[src/rtl/spi_ctrl_pkg.sv]
// Shared definitions for the SPI master controller: register offsets, bit positions,
// shift-engine states and reset values.
package spi_ctrl_pkg;

  localparam logic [2:0] REG_SPCR = 3'd0;
  localparam logic [2:0] REG_SPSR = 3'd1;
  localparam logic [2:0] REG_SPDR = 3'd2;
  localparam logic [2:0] REG_SPER = 3'd3;
  localparam logic [2:0] REG_SSR  = 3'd4;

  localparam int unsigned SPCR_SPIE = 7;
  localparam int unsigned SPCR_SPE  = 6;
  localparam int unsigned SPCR_CPOL = 3;
  localparam int unsigned SPCR_CPHA = 2;

  localparam int unsigned SPSR_SPIF = 7;
  localparam int unsigned SPSR_WCOL = 6;
  localparam int unsigned SPSR_ROVR = 5;

  localparam logic [7:0] SPCR_RESET = 8'h00;
  localparam logic [7:0] SPSR_RESET = 8'h05;

  typedef enum logic [1:0] {IDLE, LOAD, SHIFT, DONE} spi_state_e;

  // Terminal count of the divider: SCLK half-period is 2^(spr+1) Clk cycles.
  function automatic logic [3:0] half_m1(input logic [1:0] spr);
    case (spr)
      2'd0:    half_m1 = 4'd1;
      2'd1:    half_m1 = 4'd3;
      2'd2:    half_m1 = 4'd7;
      default: half_m1 = 4'd15;
    endcase
  endfunction

endpackage

[src/rtl/spi_fifo.sv]
// Synchronous 8-bit FIFO with flush; push when full and pop when empty are ignored.
module spi_fifo #(
  parameter int unsigned DEPTH = 4
) (
  input  logic       clk_i,
  input  logic       rst_i,
  input  logic       flush_i,
  input  logic       push_i,
  input  logic       pop_i,
  input  logic [7:0] wdata_i,
  output logic [7:0] rdata_o,
  output logic       full_o,
  output logic       empty_o
);

  localparam int unsigned AW = (DEPTH > 1) ? $clog2(DEPTH) : 1;

  logic [7:0]    mem_q [DEPTH];
  logic [AW-1:0] wptr_q, rptr_q;
  logic [AW:0]   cnt_q;
  logic          do_push, do_pop;

  assign full_o  = (cnt_q == (AW+1)'(DEPTH));
  assign empty_o = (cnt_q == '0);
  assign do_push = push_i & ~full_o;
  assign do_pop  = pop_i & ~empty_o;
  assign rdata_o = mem_q[rptr_q];

  always_ff @(posedge clk_i) begin
    if (rst_i || flush_i) begin
      wptr_q <= '0;
      rptr_q <= '0;
      cnt_q  <= '0;
    end else begin
      if (do_push) wptr_q <= wptr_q + AW'(1);
      if (do_pop)  rptr_q <= rptr_q + AW'(1);
      case ({do_push, do_pop})
        2'b10:   cnt_q <= cnt_q + (AW+1)'(1);
        2'b01:   cnt_q <= cnt_q - (AW+1)'(1);
        default: cnt_q <= cnt_q;
      endcase
    end
  end

  always_ff @(posedge clk_i) begin
    if (do_push) mem_q[wptr_q] <= wdata_i;
  end

endmodule

[src/rtl/spi_master_ctrl.sv]
// 68k-facing SPI master: five byte registers, TX/RX FIFOs, SCLK divider, mode 0-3 engine.
// Optional LSB-first transfers are enabled by defining SPI_LSB_FIRST_EN.
module spi_master_ctrl
  import spi_ctrl_pkg::*;
#(
  parameter int unsigned FIFO_DEPTH = 4,
  parameter int unsigned SS_WIDTH   = 8
) (
  input  logic                Clk,
  input  logic                Reset_H,
  input  logic                SPI_Enable_H,
  input  logic [3:0]          Address,
  input  logic                WE_L,
  input  logic [7:0]          DataIn,
  output logic [7:0]          DataOut,
  output logic                IRQ_L,
  output logic                SCLK,
  output logic                MOSI,
  input  logic                MISO,
  output logic [SS_WIDTH-1:0] SS_L
);

  logic          en_q, acc, wr, rd;
  logic [2:0]    sel;
  logic          unused_addr0;
  logic          spie_q, spe_q, cpol_q, cpha_q;
  logic [1:0]    spr_q;
  logic [SS_WIDTH-1:0] ssr_q;
  logic          spif_q, wcol_q, rovr_q, spif_d, wcol_d, rovr_d;
  logic [7:0]    dataout_q, rdata;
  logic          lsbfe;
  logic          wr_spcr, wr_spsr, wr_spdr, abort;
  logic          tx_full, tx_empty, rx_full, rx_empty;
  logic [7:0]    tx_head, rx_head;
  logic          tx_pop, rx_push, set_spif, set_rovr;

  spi_state_e    state_q, state_d;
  logic          sclk_q, sclk_d, mosi_q, mosi_d;
  logic [3:0]    div_q, div_d;
  logic [4:0]    edge_q, edge_d, edge_n;
  logic [7:0]    tx_sh_q, tx_sh_d, rx_sh_q, rx_sh_d;
  logic          cpha_l_q, cpha_l_d, lsb_l_q, lsb_l_d;
  logic [1:0]    spr_l_q, spr_l_d;
  logic          tick, shift_edge, sample_edge;

  // One register action per bus cycle: only the rising edge of the chip enable counts.
  assign acc          = SPI_Enable_H & ~en_q;
  assign wr           = acc & ~WE_L;
  assign rd           = acc & WE_L;
  assign sel          = Address[3:1];
  assign unused_addr0 = Address[0];
  assign wr_spcr      = wr && (sel == REG_SPCR);
  assign wr_spsr      = wr && (sel == REG_SPSR);
  assign wr_spdr      = wr && (sel == REG_SPDR);
  assign abort        = wr_spcr && !DataIn[SPCR_SPE] && (state_q != IDLE);

  spi_fifo #(.DEPTH(FIFO_DEPTH)) u_tx_fifo (
    .clk_i   (Clk),
    .rst_i   (Reset_H),
    .flush_i (abort),
    .push_i  (wr_spdr),
    .pop_i   (tx_pop),
    .wdata_i (DataIn),
    .rdata_o (tx_head),
    .full_o  (tx_full),
    .empty_o (tx_empty)
  );

  spi_fifo #(.DEPTH(FIFO_DEPTH)) u_rx_fifo (
    .clk_i   (Clk),
    .rst_i   (Reset_H),
    .flush_i (abort),
    .push_i  (rx_push),
    .pop_i   (rd && (sel == REG_SPDR)),
    .wdata_i (rx_sh_q),
    .rdata_o (rx_head),
    .full_o  (rx_full),
    .empty_o (rx_empty)
  );

`ifdef SPI_LSB_FIRST_EN
  logic lsbfe_q;
  always_ff @(posedge Clk) begin
    if (Reset_H) lsbfe_q <= 1'b0;
    else if (wr && (sel == REG_SPER)) lsbfe_q <= DataIn[0];
  end
  assign lsbfe = lsbfe_q;
`else
  assign lsbfe = 1'b0;
`endif

  always_comb begin
    rdata = 8'h00;
    case (sel)
      REG_SPCR: rdata = {spie_q, spe_q, 2'b00, cpol_q, cpha_q, spr_q};
      REG_SPSR: rdata = {spif_q, wcol_q, rovr_q, 1'b0, tx_full, tx_empty, rx_full, rx_empty};
      REG_SPDR: rdata = rx_empty ? 8'h00 : rx_head;
      REG_SPER: rdata = {7'b0, lsbfe};
      REG_SSR:  rdata = 8'(ssr_q);
      default:  rdata = 8'h00;
    endcase
  end

  // Hardware sets beat software W1C clears in the same cycle.
  always_comb begin
    spif_d = (spif_q & ~(wr_spsr & DataIn[SPSR_SPIF])) | set_spif;
    wcol_d = (wcol_q & ~(wr_spsr & DataIn[SPSR_WCOL])) | (wr_spdr & tx_full);
    rovr_d = (rovr_q & ~(wr_spsr & DataIn[SPSR_ROVR])) | set_rovr;
  end

  always_ff @(posedge Clk) begin
    if (Reset_H) begin
      en_q      <= 1'b0;
      {spie_q, spe_q, cpol_q, cpha_q} <= {SPCR_RESET[7:6], SPCR_RESET[3:2]};
      spr_q     <= SPCR_RESET[1:0];
      ssr_q     <= '0;
      spif_q    <= SPSR_RESET[SPSR_SPIF];
      wcol_q    <= SPSR_RESET[SPSR_WCOL];
      rovr_q    <= SPSR_RESET[SPSR_ROVR];
      dataout_q <= 8'h00;
    end else begin
      en_q   <= SPI_Enable_H;
      spif_q <= spif_d;
      wcol_q <= wcol_d;
      rovr_q <= rovr_d;
      if (wr_spcr) begin
        spie_q <= DataIn[SPCR_SPIE];
        spe_q  <= DataIn[SPCR_SPE];
        cpol_q <= DataIn[SPCR_CPOL];
        cpha_q <= DataIn[SPCR_CPHA];
        spr_q  <= DataIn[1:0];
      end
      if (wr && (sel == REG_SSR)) ssr_q <= SS_WIDTH'(DataIn);
      if (rd) dataout_q <= rdata;
    end
  end

  assign DataOut = dataout_q;
  assign IRQ_L   = ~(spie_q & spif_q);
  assign SS_L    = ~ssr_q;
  assign SCLK    = sclk_q;
  assign MOSI    = mosi_q;

  assign tick        = (div_q == half_m1(spr_l_q));
  assign edge_n      = edge_q + 5'd1;
  assign shift_edge  = cpha_l_q ? edge_n[0] : (!edge_n[0] && (edge_n != 5'd16));
  assign sample_edge = cpha_l_q ? !edge_n[0] : edge_n[0];

  always_comb begin
    state_d  = state_q;
    sclk_d   = sclk_q;
    mosi_d   = mosi_q;
    div_d    = div_q;
    edge_d   = edge_q;
    tx_sh_d  = tx_sh_q;
    rx_sh_d  = rx_sh_q;
    cpha_l_d = cpha_l_q;
    spr_l_d  = spr_l_q;
    lsb_l_d  = lsb_l_q;
    tx_pop   = 1'b0;
    rx_push  = 1'b0;
    set_spif = 1'b0;
    set_rovr = 1'b0;
    unique case (state_q)
      IDLE: begin
        sclk_d = cpol_q;
        mosi_d = 1'b1;
        if (spe_q && !tx_empty) state_d = LOAD;
      end
      LOAD: begin
        tx_pop   = 1'b1;
        cpha_l_d = cpha_q;
        spr_l_d  = spr_q;
        lsb_l_d  = lsbfe;
        sclk_d   = cpol_q;
        div_d    = '0;
        edge_d   = '0;
        rx_sh_d  = 8'h00;
        tx_sh_d  = tx_head;
        // CPHA=0 puts the first bit on MOSI before the first SCLK edge.
        if (!cpha_q) begin
          mosi_d  = lsbfe ? tx_head[0] : tx_head[7];
          tx_sh_d = lsbfe ? (tx_head >> 1) : (tx_head << 1);
        end
        state_d = SHIFT;
      end
      SHIFT: begin
        div_d = div_q + 4'd1;
        if (tick) begin
          div_d  = '0;
          sclk_d = ~sclk_q;
          edge_d = edge_n;
          if (shift_edge) begin
            mosi_d  = lsb_l_q ? tx_sh_q[0] : tx_sh_q[7];
            tx_sh_d = lsb_l_q ? (tx_sh_q >> 1) : (tx_sh_q << 1);
          end
          if (sample_edge) begin
            rx_sh_d = lsb_l_q ? {MISO, rx_sh_q[7:1]} : {rx_sh_q[6:0], MISO};
          end
          if (edge_n == 5'd16) state_d = DONE;
        end
      end
      DONE: begin
        rx_push  = 1'b1;
        set_spif = 1'b1;
        set_rovr = rx_full;
        state_d  = (spe_q && !tx_empty) ? LOAD : IDLE;
      end
      default: state_d = IDLE;
    endcase
    if (abort) begin
      state_d = IDLE;
      sclk_d  = DataIn[SPCR_CPOL];
      mosi_d  = 1'b1;
      tx_pop  = 1'b0;
      rx_push = 1'b0;
    end
  end

  always_ff @(posedge Clk) begin
    if (Reset_H) begin
      state_q  <= IDLE;
      sclk_q   <= 1'b0;
      mosi_q   <= 1'b1;
      div_q    <= '0;
      edge_q   <= '0;
      tx_sh_q  <= 8'h00;
      rx_sh_q  <= 8'h00;
      cpha_l_q <= 1'b0;
      spr_l_q  <= 2'd0;
      lsb_l_q  <= 1'b0;
    end else begin
      state_q  <= state_d;
      sclk_q   <= sclk_d;
      mosi_q   <= mosi_d;
      div_q    <= div_d;
      edge_q   <= edge_d;
      tx_sh_q  <= tx_sh_d;
      rx_sh_q  <= rx_sh_d;
      cpha_l_q <= cpha_l_d;
      spr_l_q  <= spr_l_d;
      lsb_l_q  <= lsb_l_d;
    end
  end

endmodule

[config.mk]
export PLATFORM = sky130hd
export DESIGN_NAME = spi_master_ctrl
export DESIGN_NICKNAME = d
export VERILOG_FILES = /design/src/rtl/spi_ctrl_pkg.sv /design/src/rtl/spi_fifo.sv /design/src/rtl/spi_master_ctrl.sv
export SDC_FILE = /design/constraint.sdc
export NUM_CORES = 1
export LEC_CHECK = 0
export CELL_PAD_IN_SITES_DETAIL_PLACEMENT = 1
export CELL_PAD_IN_SITES_GLOBAL_PLACEMENT = 2
export CORE_MARGIN = 1.5
export CORE_UTILIZATION = 43
export DETAILED_ROUTE_END_ITERATION = 8
export GPL_TIMING_DRIVEN = 0
export PLACE_DENSITY_LB_ADDON = 0.1
export SLEW_MARGIN = 20
export SYNTH_ARGS = -nofsm -noshare
export SYNTH_HDL_FRONTEND = slang
export SYNTH_SLANG_ARGS = --single-unit
[constraint.sdc]
create_clock -name Clk -period 5.33 [get_ports Clk]
set_input_delay 0.7995 -clock Clk [delete_from_list [all_inputs] [get_ports Clk]]
set_output_delay 0.7995 -clock Clk [all_outputs]
set_load 0.03 [all_outputs]
Word level (Yosys, flattened, before mapping)
Memories as Yosys holds them, arrays and structs flattened. A register that Yosys moved wholly into a read port is not among the register bits.
Cells that the tools add are included.
Storage, ports and cells
  bits in registers: 72
  RAM bits: 64
  input port bits: 17
  output and inout port bits: 19
  word-level logic and storage cells: 167
  memories: 2
Operators by class
  $add $sub $neg: 10
  equal/unequal tests: 24
  multiplexer cells: 43
  bitwise logic cells: 30
  reduce and logical (&&, ||, !) cells: 32
Memories
  u_rx_fifo.mem_q: depth 4, width 8, rd ports 1, clocked after memory_dff 1, wr ports 1, line spi_fifo.sv:18  | logic [7:0] mem_q [DEPTH];
  u_tx_fifo.mem_q: depth 4, width 8, rd ports 1, clocked after memory_dff 1, wr ports 1, line spi_fifo.sv:18
Operators by type and width (count)
  8-bit two-way mux: 6
  8-bit one-hot mux with 2 select lines: 2
  8-bit one-hot mux with 4 select lines: 1
  1-bit two-way mux: 17
  1-bit bitwise AND: 15
  2-bit two-way mux: 7
  2-bit inequality test (second input constant): 6
  3-bit one-hot mux with 2 select lines: 2
  4-bit one-hot mux with 3 select lines: 1
  1-bit NOT: 11
  2-bit equality test (second input constant): 5
  5-bit one-hot mux with 2 select lines: 1
  3-bit equality test (second input constant): 3
  1-bit logical AND: 9
  3-bit zero test: 3
  3-bit AND reduction: 3
  2-bit by 1-bit adder with 2-bit output (second input constant): 4
  2-bit by 1-bit equality test with 1-bit output (second input constant): 4
  8-bit NOT: 1
  2-bit one-hot mux with 4 select lines: 1
  4-bit one-hot mux with 2 select lines: 1
  2-bit nonzero test: 4
  3-bit by 1-bit adder with 3-bit output (second input constant): 2
  3-bit nonzero test: 2
  other kinds (20): 28

Depth between registers and ports, before layout
  depth in word-level cells: 10
  gate-level depth with buffers: 13
  depth with buffers taken out: 11

Hierarchy
From an unflattened synthesis, not the netlist that was laid out.
Second synthesis, totals
  cell total of the unflattened synthesis: 579
  area total of the unflattened synthesis: 6409.9 µm²
By module, submodules not included
  spi_fifo: instances 2, cells an instance 98, area each 1650.3 µm², seq. area each 1141.1 µm²
  spi_master_ctrl: instances 1, cells an instance 383, area each 3109.2 µm², seq. area each 1161.1 µm²

Worst setup path after synthesis
Ideal clock, no wire load.
  kind: input-to-reg
  from: input port Address[3]
  to: register u_rx_fifo.cnt_q[1]
  library setup time: 0.114 ns
  arrival time: 2.910 ns
  data required time: 5.216 ns
  slack: 2.306 ns
  cell stages on the path: 10
  buffers on the path: 1
  cells stage by stage: or4b_1 > or3_1 > buf_6 > nor3_4 > nor2_1 > inv_1 > ha_1 > fa_1 > mux2i_1 > nor2_1
Between the ends
  cells in the longest elaborated chain, start to end: 8
  elaborated cells on any way between the ends: 14
  classes of those cells: eq/ne (3); mux (2); bitwise (2); reduce/logical (7)
Ends and longest elaborated chain
  start, declared: line spi_master_ctrl.sv:12  | input logic [3:0] Address,
  3-bit zero test: line spi_master_ctrl.sv:52  | assign wr_spcr = wr && (sel == REG_SPCR);
  1-bit logical AND: line spi_master_ctrl.sv:52
  1-bit logical AND (2 in a row): line spi_master_ctrl.sv:55  | assign abort = wr_spcr && !DataIn[SPCR_SPE] && (state_q != IDLE);
  1-bit two-way mux: line spi_master_ctrl.sv:211  | if (abort) begin
  1-bit bitwise AND: line spi_fifo.sv:25  | assign do_push = push_i & ~full_o;
  2-bit by 1-bit equality test with 1-bit output / 2-bit equality test (equally long branches): line spi_fifo.sv:37  | case ({do_push, do_pop})
  3-bit one-hot mux with 2 select lines / 2-bit nonzero test (equally long branches)
  end signal, assigned: line spi_fifo.sv:38  | 2'b10: cnt_q <= cnt_q + (AW+1)'(1);
  end signal, assigned: line spi_fifo.sv:39  | 2'b01: cnt_q <= cnt_q - (AW+1)'(1);
  end signal, assigned: line spi_fifo.sv:40  | default: cnt_q <= cnt_q;
  end, declared: line spi_fifo.sv:20  | logic [AW:0] cnt_q;
Parallel ways exist; a longest one is shown, timed or not.
A chain may end at the register's enable or synchronous reset.

Worst setup path after layout
Ends and elaborated chain as after synthesis.

==> impl_metrics.csv <==
group,metric,value,unit
placement,io_buffer_count,34,
worst_setup_path,crit_fanout,7,
yosys,syn-mean-instance-area,11.42,sq um
clock_network,h-tree-depth,4,
layout,final_cell_mix,"dfxtp_1 (76), nor2_1 (75), edfxtp_1 (64)",
route,ant_nets,0,
yosys,synth_nets,574,
layout,mostFrequentLayoutCell,"dfxtp_1",
yosys,synth_cell_types,49,
timing,finalSetupViolCount,0,
route,via_count,4312,
route,first_iter_violations,285,
route,via_per_inst,5.500,
floorplan,start_util,44.09,%
global_routing,antenna_found_initial,0,
timing,tns,0,ps
floorplan,die_x,122.5,um
clock_network,cts_root_buffer,"clkbuf_16",
clock_network,cts_tree,"built",
timing,hold_ws,466.9,ps
power_and_ir_drop,p_per_area,369.7,nW/um^2
timing,slew_violations,0,
global_routing,first_global_vias,4613,
yosys,synthMuxAreaShare,13.05,%
global_routing,gr-usage-all-layers,23.70,%
timing,min_period,3647,ps
clock_network,cts_buffer_depth,2,
worst_setup_path,end_kind,"register",
route,drt-total-wl,16.31,mm
yosys,synth_xor_area_share,1.853,%
yosys,ys.flop_type,"dfxtp_1",
timing,final-hold-violation-count,0,
clock_network,cts.repair.resized,0,
timing,worstMarginPinSlew,824.5,ps
worst_setup_path,path_class,"input port to register",
layout,final_area,7403,sq um
run_status,status,"finished, final reports clean",
layout,instances_no_fill,784,
yosys,synth_top_family_by_area,"simple AND/OR/NAND/NOR gates",
timing,fin_worst_skew,7.261,ps
placement,place.detailed.hpwl,11.41,mm
layout,syn_to_final_growth,20.51,%
yosys,ys_warn_count,0,
yosys,synth-edff-count,64,
global_routing,grt_max_degree,17,
yosys,ys_seq_elements,140,
placement,gp_congestion,0.7896,
timing,finalCritPeriodShare,68.42,%
clock_network,clk_latency,430,ps
run,maxCapViolCount,0,
floorplan,dieArea,15010,sq um
route,wl_per_cell,20.80,um
worst_setup_path,cp.required,5640,ps
timing,max_freq,274.2,MHz
power_and_ir_drop,vdd_ir_drop_max,0.2134,mV
worst_hold_path,hold_class,"register to register",
placement,post_dp_cell_area,6709,sq um
layout,layout.nets,627,
yosys,netlist_area,6143,sq um
floorplan,fp-row-count,43,
clock_network,clk_pin_slew,60,ps
yosys,yosys.area_share.simple,13.42,%
floorplan,fp.coreArea,13930,sq um
yosys,async_flop_share,0,%
timing,rsz0062_at_grt,"no",
layout,final_layout_size_suffix_gt1_share,9.934,%
layout,antenna_cells,0,
route,drc,0,
worst_setup_path,worst_ep_arrival_time,3960,ps
global_routing,grt_first_pass_wirelength,26.03,mm
timing,slew-limit-headroom,45.03,%
clock_network,numCtsBuffers,17,
floorplan,io_pins,36,
clock_network,cts_setup_buffers,0,
floorplan,dieHeight,122.5,um
yosys,synth_compound_area_share,7.352,%
placement,place_inst,752,
route,dr.pass1.iters,4,
global_routing,overflow,0,
power_and_ir_drop,leakagePower,2.679,nW
worst_setup_path,startpoint_type,"input port",
clock_network,clock-sinks,140,
yosys,synthAdderAreaFrac,4.277,%
clock_network,hold_buffers,0,
yosys,seq_area_frac_synth,56.05,%
yosys,synth_cells,538,
[cell families after synthesis]
kind of cell	count (synthesis)
AOI/OAI and AO/OA	74
xor gates and xnor gates	13
adders and majority gates	20
buffers and inverters	58
DFF	140
muxes	60
and+or+nand+nor	173
[Yosys cell counts (all sizes together) (6+ instances only)]
| library cell | instances | area (sq um) |
|---|---|---|
| a31oi | 7 | 50.05 |
| clkbuf | 18 | 67.56 |
| o22ai | 8 | 50.05 |
| inv | 29 | 108.9 |
| buf | 11 | 68.81 |
| mux2i | 43 | 430.4 |
| a21oi | 27 | 135.1 |
| nor2 | 75 | 281.5 |
| a22oi | 12 | 90.09 |
| nand2 | 34 | 127.6 |
| nand3 | 8 | 40.04 |
| dfxtp | 76 | 1521 |
| xnor2 | 7 | 61.31 |
| nand4 | 9 | 56.30 |
| o21ai | 12 | 60.06 |
| nor3 | 9 | 56.31 |
| ha | 17 | 212.7 |
| edfxtp | 64 | 1922 |
| xor2 | 6 | 52.55 |
| and2 | 11 | 68.82 |
| mux4 | 16 | 360.4 |
[routing by layer]
layer	track usage [%]	vias up	routed length, um
met3	3.996	17	528
met2	39.25	70	7988
met4	9.012	0	289
met1	31.19	2188	7504
li1	-	2037	-
met5	0	-	0
[area by class of cell]
class                           instances  area (sq um)
Buffer                                 29         136.4
Clock buffer                           17         425.4
Clock inverter                         15         269.0
Fill cell                            1458          6531
Inverter                               29         108.9
Multi-Input combinational cell        340          2455
Sequential cell                       140          3443
Tap cell                              180         225.2
Timing Repair Buffer                   34         340.3
[worst max-delay path, cell delays in order]
cell	delay [ps]
clkdlybuf4s50_1	490
or4b_1	600
or3_1	340
buf_6	160
nor3_4	300
nor2_1	210
inv_1	130
ha_1	210
fa_1	430
mux2i_1	180
nor2_1	80
[path summary, 6_finish.rpt]
path	start	to	slack [ps]	cells past startpoint
min reg2reg	tx_sh_q[0]	tx_sh_q[0]	470	2
max reg2reg	en_q	u_rx_fifo.cnt_q[1]	2300	10
max	Address[3]	u_rx_fifo.cnt_q[1]	1680	11
min	tx_sh_q[0]	tx_sh_q[0]	470	2
[sequential cells by signal, summed over array words and instances, names as in the netlist, 3 cells and up, named ones only]
| signal | count |
|---|---|
| u_rx_fifo.mem_q | 32 |
| u_tx_fifo.mem_q | 32 |
| DataOut | 8 |
| rx_sh_q | 8 |
| ssr_q | 8 |
| tx_sh_q | 8 |
| edge_q | 5 |
| div_q | 4 |
| u_rx_fifo.cnt_q | 3 |
| u_tx_fifo.cnt_q | 3 |
[metrics by stage]
step | utilization [%] | power, mW | setup WS [ps]
4_1_cts | 53.13 | 2.750 | 1703
5_1_grt | 53.13 | 2.802 | 1558
3_5_place_dp | 48.15 | 1.357 | 1325
2_1_floorplan | - | 1.288 | 2306
3_3_place_gp | 48.15 | 1.351 | 1394
6_report | 53.13 | 2.737 | 1683
[power breakdown]
group	internal (mW)	switching [mW]
Sequential	1.13	0.0128
Clock	0.925	0.478
Combinational	0.0683	0.119
Total	2.13	0.610
No activity file was read; power rests on OpenSTA's default activity.
